==> src/rtl/regbank_pkg.sv <==
// Shared register-bank definitions: bank geometry and the destination decoder
// used both by the write arbiter and by the bank itself.
package regbank_pkg;

   localparam int NUM_REGS = 16;
   localparam int DEST_W   = 4;

   function automatic logic [NUM_REGS-1:0] dest_to_onehot(input logic [DEST_W-1:0] dest);
      return NUM_REGS'(1) << dest;
   endfunction

endpackage

==> src/rtl/rr_arbiter.sv <==
// Combinational round-robin picker: searches from i_ptr upward (wrapping) and
// grants the first active request unless i_stall blocks this cycle.
module rr_arbiter #(
   parameter int NUM_REQ = 4,
   parameter int PTR_W   = 2
) (
   input  logic [NUM_REQ-1:0] i_req,
   input  logic [PTR_W-1:0]   i_ptr,
   input  logic               i_stall,
   output logic [NUM_REQ-1:0] o_gnt,
   output logic [PTR_W-1:0]   o_winner
);

   logic w_found;

   // Scan from the farthest offset down to ptr so the nearest request overwrites the rest.
   always_comb begin
      o_winner = '0;
      o_gnt    = '0;
      w_found  = 1'b0;
      for (int k = NUM_REQ - 1; k >= 0; k--) begin
         if (i_req[(int'(i_ptr) + k) % NUM_REQ]) begin
            o_winner = PTR_W'((int'(i_ptr) + k) % NUM_REQ);
            w_found  = 1'b1;
         end
      end
      if (w_found && !i_stall) begin
         o_gnt[o_winner] = 1'b1;
      end
   end

endmodule

==> src/rtl/regbank_write_arbiter.sv <==
// Round-robin arbiter sharing the register bank's single write port.
// Optional macro R0_HARDWIRED_EN: register 0 reads as zero, so writes to it are dropped.
module regbank_write_arbiter
   import regbank_pkg::*;
#(
   parameter int NUM_REQ = 4,
   parameter int DATA_W  = 16
) (
   input  logic                       clk,
   input  logic                       rst,
   input  logic [NUM_REQ-1:0]         req,
   input  logic [NUM_REQ*DEST_W-1:0]  dest_in,
   input  logic [NUM_REQ*DATA_W-1:0]  data_in,
   input  logic                       stall,
   output logic [NUM_REQ-1:0]         gnt,
   output logic [NUM_REGS-1:0]        enable,
   output logic [DEST_W-1:0]          wr_dest,
   output logic [DATA_W-1:0]          wr_data,
   output logic                       wr_valid
);

   localparam int PTR_W = $clog2(NUM_REQ);

   logic [PTR_W-1:0]    r_ptr;
   logic [NUM_REGS-1:0] r_enable;
   logic [DEST_W-1:0]   r_dest;
   logic [DATA_W-1:0]   r_data;
   logic                r_valid;

   logic [NUM_REQ-1:0]  w_gnt;
   logic [PTR_W-1:0]    w_winner;
   logic                w_grant;
   logic                w_writeEn;
   logic [DEST_W-1:0]   w_selDest;
   logic [DATA_W-1:0]   w_selData;

   // Reset blocks grants the same way stall does, so gnt is low while rst is held.
   rr_arbiter #(
      .NUM_REQ (NUM_REQ),
      .PTR_W   (PTR_W)
   ) u_arb (
      .i_req    (req),
      .i_ptr    (r_ptr),
      .i_stall  (stall | rst),
      .o_gnt    (w_gnt),
      .o_winner (w_winner)
   );

   assign w_grant = |w_gnt;

   always_comb begin
      w_selDest = '0;
      w_selData = '0;
      for (int i = 0; i < NUM_REQ; i++) begin
         if (w_gnt[i]) begin
            w_selDest = dest_in[i*DEST_W +: DEST_W];
            w_selData = data_in[i*DATA_W +: DATA_W];
         end
      end
   end

`ifdef R0_HARDWIRED_EN
   // A write to r0 still consumes its grant but never reaches the bank.
   assign w_writeEn = w_grant && (w_selDest != '0);
`else
   assign w_writeEn = w_grant;
`endif

   always_ff @(posedge clk or posedge rst) begin
      if (rst) begin
         r_ptr    <= '0;
         r_enable <= '0;
         r_dest   <= '0;
         r_data   <= '0;
         r_valid  <= 1'b0;
      end else begin
         if (w_grant) begin
            if (w_winner == PTR_W'(NUM_REQ - 1)) begin
               r_ptr <= '0;
            end else begin
               r_ptr <= w_winner + PTR_W'(1);
            end
         end
         if (w_writeEn) begin
            r_enable <= dest_to_onehot(w_selDest);
            r_dest   <= w_selDest;
            r_data   <= w_selData;
            r_valid  <= 1'b1;
         end else begin
            r_enable <= '0;
            r_valid  <= 1'b0;
         end
      end
   end

   assign gnt      = w_gnt;
   assign enable   = r_enable;
   assign wr_dest  = r_dest;
   assign wr_data  = r_data;
   assign wr_valid = r_valid;

endmodule

==> config.mk <==
export PLATFORM = sky130hd
export DESIGN_NAME = regbank_write_arbiter
export DESIGN_NICKNAME = d
export VERILOG_FILES = /design/src/rtl/regbank_pkg.sv /design/src/rtl/rr_arbiter.sv /design/src/rtl/regbank_write_arbiter.sv
export SDC_FILE = /design/constraint.sdc
export NUM_CORES = 1
export LEC_CHECK = 0
export CORE_MARGIN = 2
export CORE_UTILIZATION = 37
export CTS_CLUSTER_SIZE = 28
export DETAILED_ROUTE_END_ITERATION = 6
export PLACE_DENSITY = 0.81
export SYNTH_ARGS = -nofsm -noshare
export SYNTH_HDL_FRONTEND = slang
export SYNTH_HIERARCHICAL = 1
export SYNTH_SLANG_ARGS = --single-unit
==> constraint.sdc <==
create_clock -name clk -period 3.05 [get_ports clk]
set_input_delay 0.305 -clock clk [delete_from_list [all_inputs] [get_ports clk]]
set_output_delay 0.305 -clock clk [all_outputs]
set_load 0.02 [all_outputs]
==> summary.md <==
| Metric | Value |
|---|---|
| Pin count of the biggest net entering global routing | 25 |
| Cells taking the most area after synthesis | dfrtp_1, a221oi_1, o22ai_1, nand2_1, nor4_2 |
| Ports | 128 |
| HP Class | reg -> reg |
| Clock Latency Late Sink | 0.29 ns |
| Initial antenna violation count | 0 |
| RSZ-0062 raised after global routing | no |
| DRT Pass-1 Iters | 4 |
| Top-area cell type share of the netlist area | around half |
| Syn Area/Cell | 10.22 um^2 |
| Most common cell after layout, fill and taps aside | clkdlybuf4s50_1 |
| Tmin final | ~2.9 ns |
| TNS Setup | 0 ns |
| CP Buf/Inv Count | 3 |
| Startpoint types | primary input |
| Placed Cells | ~390 |
| Crit path cell chain | clkdlybuf4s50_1 -> nand2b_1 -> nor2b_1 -> o22a_2 -> nor3_2 -> buf_6 -> clkdlybuf4s50_1 |
| Layout Cells excl Fill | just under 400 |
| Vias/cell | between 5 and 6 |
| Post-synthesis cell type count | 40 |
| Area leader, netlist | dfrtp_1 |
| DRT iter0 DRCs | between 90 and 100 |
| TritonCTS Buffers | 5 |
| Grt met1 use | a little under a quarter |
| Die area | 0.006019 mm^2 |
| Via count | just over 2000 |
| Overall power | about 2.3 mW |
| DP Worst Slack | around 0.13 ns |
| Core box area | ~0.0052 mm^2 |
| Crit Path Class | in -> out |
| Layout cells sized above 1 | about an eighth |
| Initial Utilization | approximately 39% |
| CP required | around 2.7 ns |
| Max Slew Vio Count | 0 |
| Mapped Nets | between 200 and 300 |
| Global route hottest layer | met2 |
| DRC | 0 |
| CP delay by family, top | buffers and inverters |
| Most frequent cells in the layout | clkdlybuf4s50_1, dfrtp_1, nand2_1 |
| CTS max path bufs | 2 |
| GR Util All Layers | about 22% |
| VDD IR max | between 0.2 and 0.3 mV |
| Nets | roughly 400 |
| Hold buffers post-CTS | 0 |
| Worst Slack Setup Final | 0.1806 ns |
| Post-CTS setup buffers | 0 |
| Maximum clock frequency | between 0.3 and 0.4 GHz |
| Hpwl dp | 4914 um |
| Status | completed |
| Maximum fanout along the worst path | 20 |
| Final worst path period share | 94.08% |
| Routed Antenna Nets | 0 |
| PortBufs | roughly 130 |
| Vias in the first global route | roughly 2200 |
| Crit. End Element | output port |
| Clock Skew | a little under 0.009 ns |
| WL final | 6364 um |
| CTS sink cnt | 39 |
| Global placement routability congestion | between 0.8 and 0.9 |
| CP dominant cell by count | clkdlybuf4s50_1 |
| Yosys warns | 6 |
| Max-slew headroom at the worst pin | approximately 38% |
| FF+latch count, synth | 39 |
| Met3 Use GR | between 6 and 7% |
| Site Rows | 26 |
| Grt total ovfl | 0 |
| Synthesis-to-layout area growth | 71.83% |
| Max Cap Viol | 0 |
| Diode count | 0 |
| WL/cell | 16.11 um |
| CP peak stage delay | 0.64 ns |
| P_leak | 1.406 nW |
| Final setup viols | 0 |
| Worst path slowest cell | clkdlybuf4s50_1 |
| First-pass GRT wire length | 10260 um |
| Slew @ Worst Pin | around 0.9 ns |
| CTS resizes | 0 |
| Die height | a little under 80 um |
| Clk pin slew, worst setup/hold paths | approximately 0.080 ns |
| H-tree Lvls | 2 |
| Post-Syn Instances | about 200 |
| CTS tree | yes |
| Met2 Usage GRT | between 40% and 50% |
| CP arrival | 2.56 ns |
| Seq/Total Area, Yosys | between 40% and 50% |
| Worst hold margin | around 0.48 ns |
| Mapped cell area | between 0.002 and 0.0025 mm^2 |
| Cell Pwr Density | about 670 mW/mm^2 |
| Root buffer cell | clkbuf_8 |
| Width of the die | about 78 um |
| Final Hold Vio Count | 0 |
-- final cells by class --
cell class | count | area, um^2
repair buffers | 136 | 1343
multi-input cells | 133 | 913.4
inverters | 9 | 33.78
flip-flops and latches | 39 | 975.9
clock buffers | 5 | 68.82
fillers | 420 | 1730
well taps | 70 | 87.58
clock inverters | 3 | 20.02
-- cell usage after synthesis, drive strengths merged --
master,count
nor3,6
o31ai,1
o22ai,18
o22a,1
a221o,2
a21o,2
nand2b,3
nor4,8
nor2b,2
a31oi,1
clkbuf,5
buf,10
o21ai,17
a221oi,18
nand3b,2
a21oi,5
o221ai,1
a211o,1
or2,4
ha,1
nor4b,4
dfrtp,39
inv,9
a22o,1
and2,2
nor3b,1
and3,2
a22oi,1
nor2,1
nand2,28
-- layer usage --
layer  vias to the layer above  part of all wire (%)
met4                         0                  0.90
met3                         7                   7.0
li1                        998                     -
met5                         -                     0
met1                       975                    38
met2                        93                    54
-- kinds of logic after synthesis --
family | Yosys count | share of synthesized area (%)
buf+inv | 24 | 5.934
compound gates | 69 | 24.67
simple gates | 63 | 20.05
fa+ha+maj | 1 | 0.6245
flops | 39 | 48.72
-- worst register-to-register path, stage by stage (launching register included) --
cell and delay [ns]:
dfrtp_1 0.42, nand2b_1 0.17, nor2b_1 0.14, o22a_2 0.26
nor3_2 0.37, a21oi_1 0.12, a221oi_1 0.36, or2_1 0.45
nor4b_2 0.29
-- stage by stage --
step                      util (%)  instance area, um^2
after floorplan                  -                 2003
after global placement       64.76                 3349
after detailed placement     64.76                 3349
after CTS                    66.47                 3438
after global routing         66.55                 3442
final                        66.55                 3442
-- path summary, 6_finish.rpt --
kind	slack, ns	end	startpoint	depth (start not counted)
min in group asynchronous	0.54	wr_data[10]$_DFFE_PP0P_	rst	2
max in group asynchronous	1.75	wr_dest[2]$_DFFE_PP0P_	rst	3
setup reg to reg	0.40	enable[14]$_DFF_PP0_	r_ptr[0]$_DFFE_PP0P_	8
hold / removal	0.48	wr_data[13]$_DFFE_PP0P_	wr_data[13]$_DFFE_PP0P_	2
setup / recovery	0.18	gnt[1]	req[0]	7
hold reg to reg	0.48	wr_data[13]$_DFFE_PP0P_	wr_data[13]$_DFFE_PP0P_	2
-- sequential cells by signal (all words and copies together) (netlist names) --
| register | count |
|---|---|
| r_ptr | 2 |
| wr_dest | 4 |
| enable | 16 |
| wr_data | 16 |
| wr_valid | 1 |
-- report_power, final --
| group | total [mW] | leakage, nW | switching, mW | internal [mW] |
|---|---|---|---|---|
| combinational | 1.20 | 0.865 | 0.630 | 0.566 |
| clock | 0.346 | 0.0402 | 0.186 | 0.159 |
| sequential | 0.774 | 0.502 | 0.0900 | 0.684 |
(Power assumes the default switching activity.)
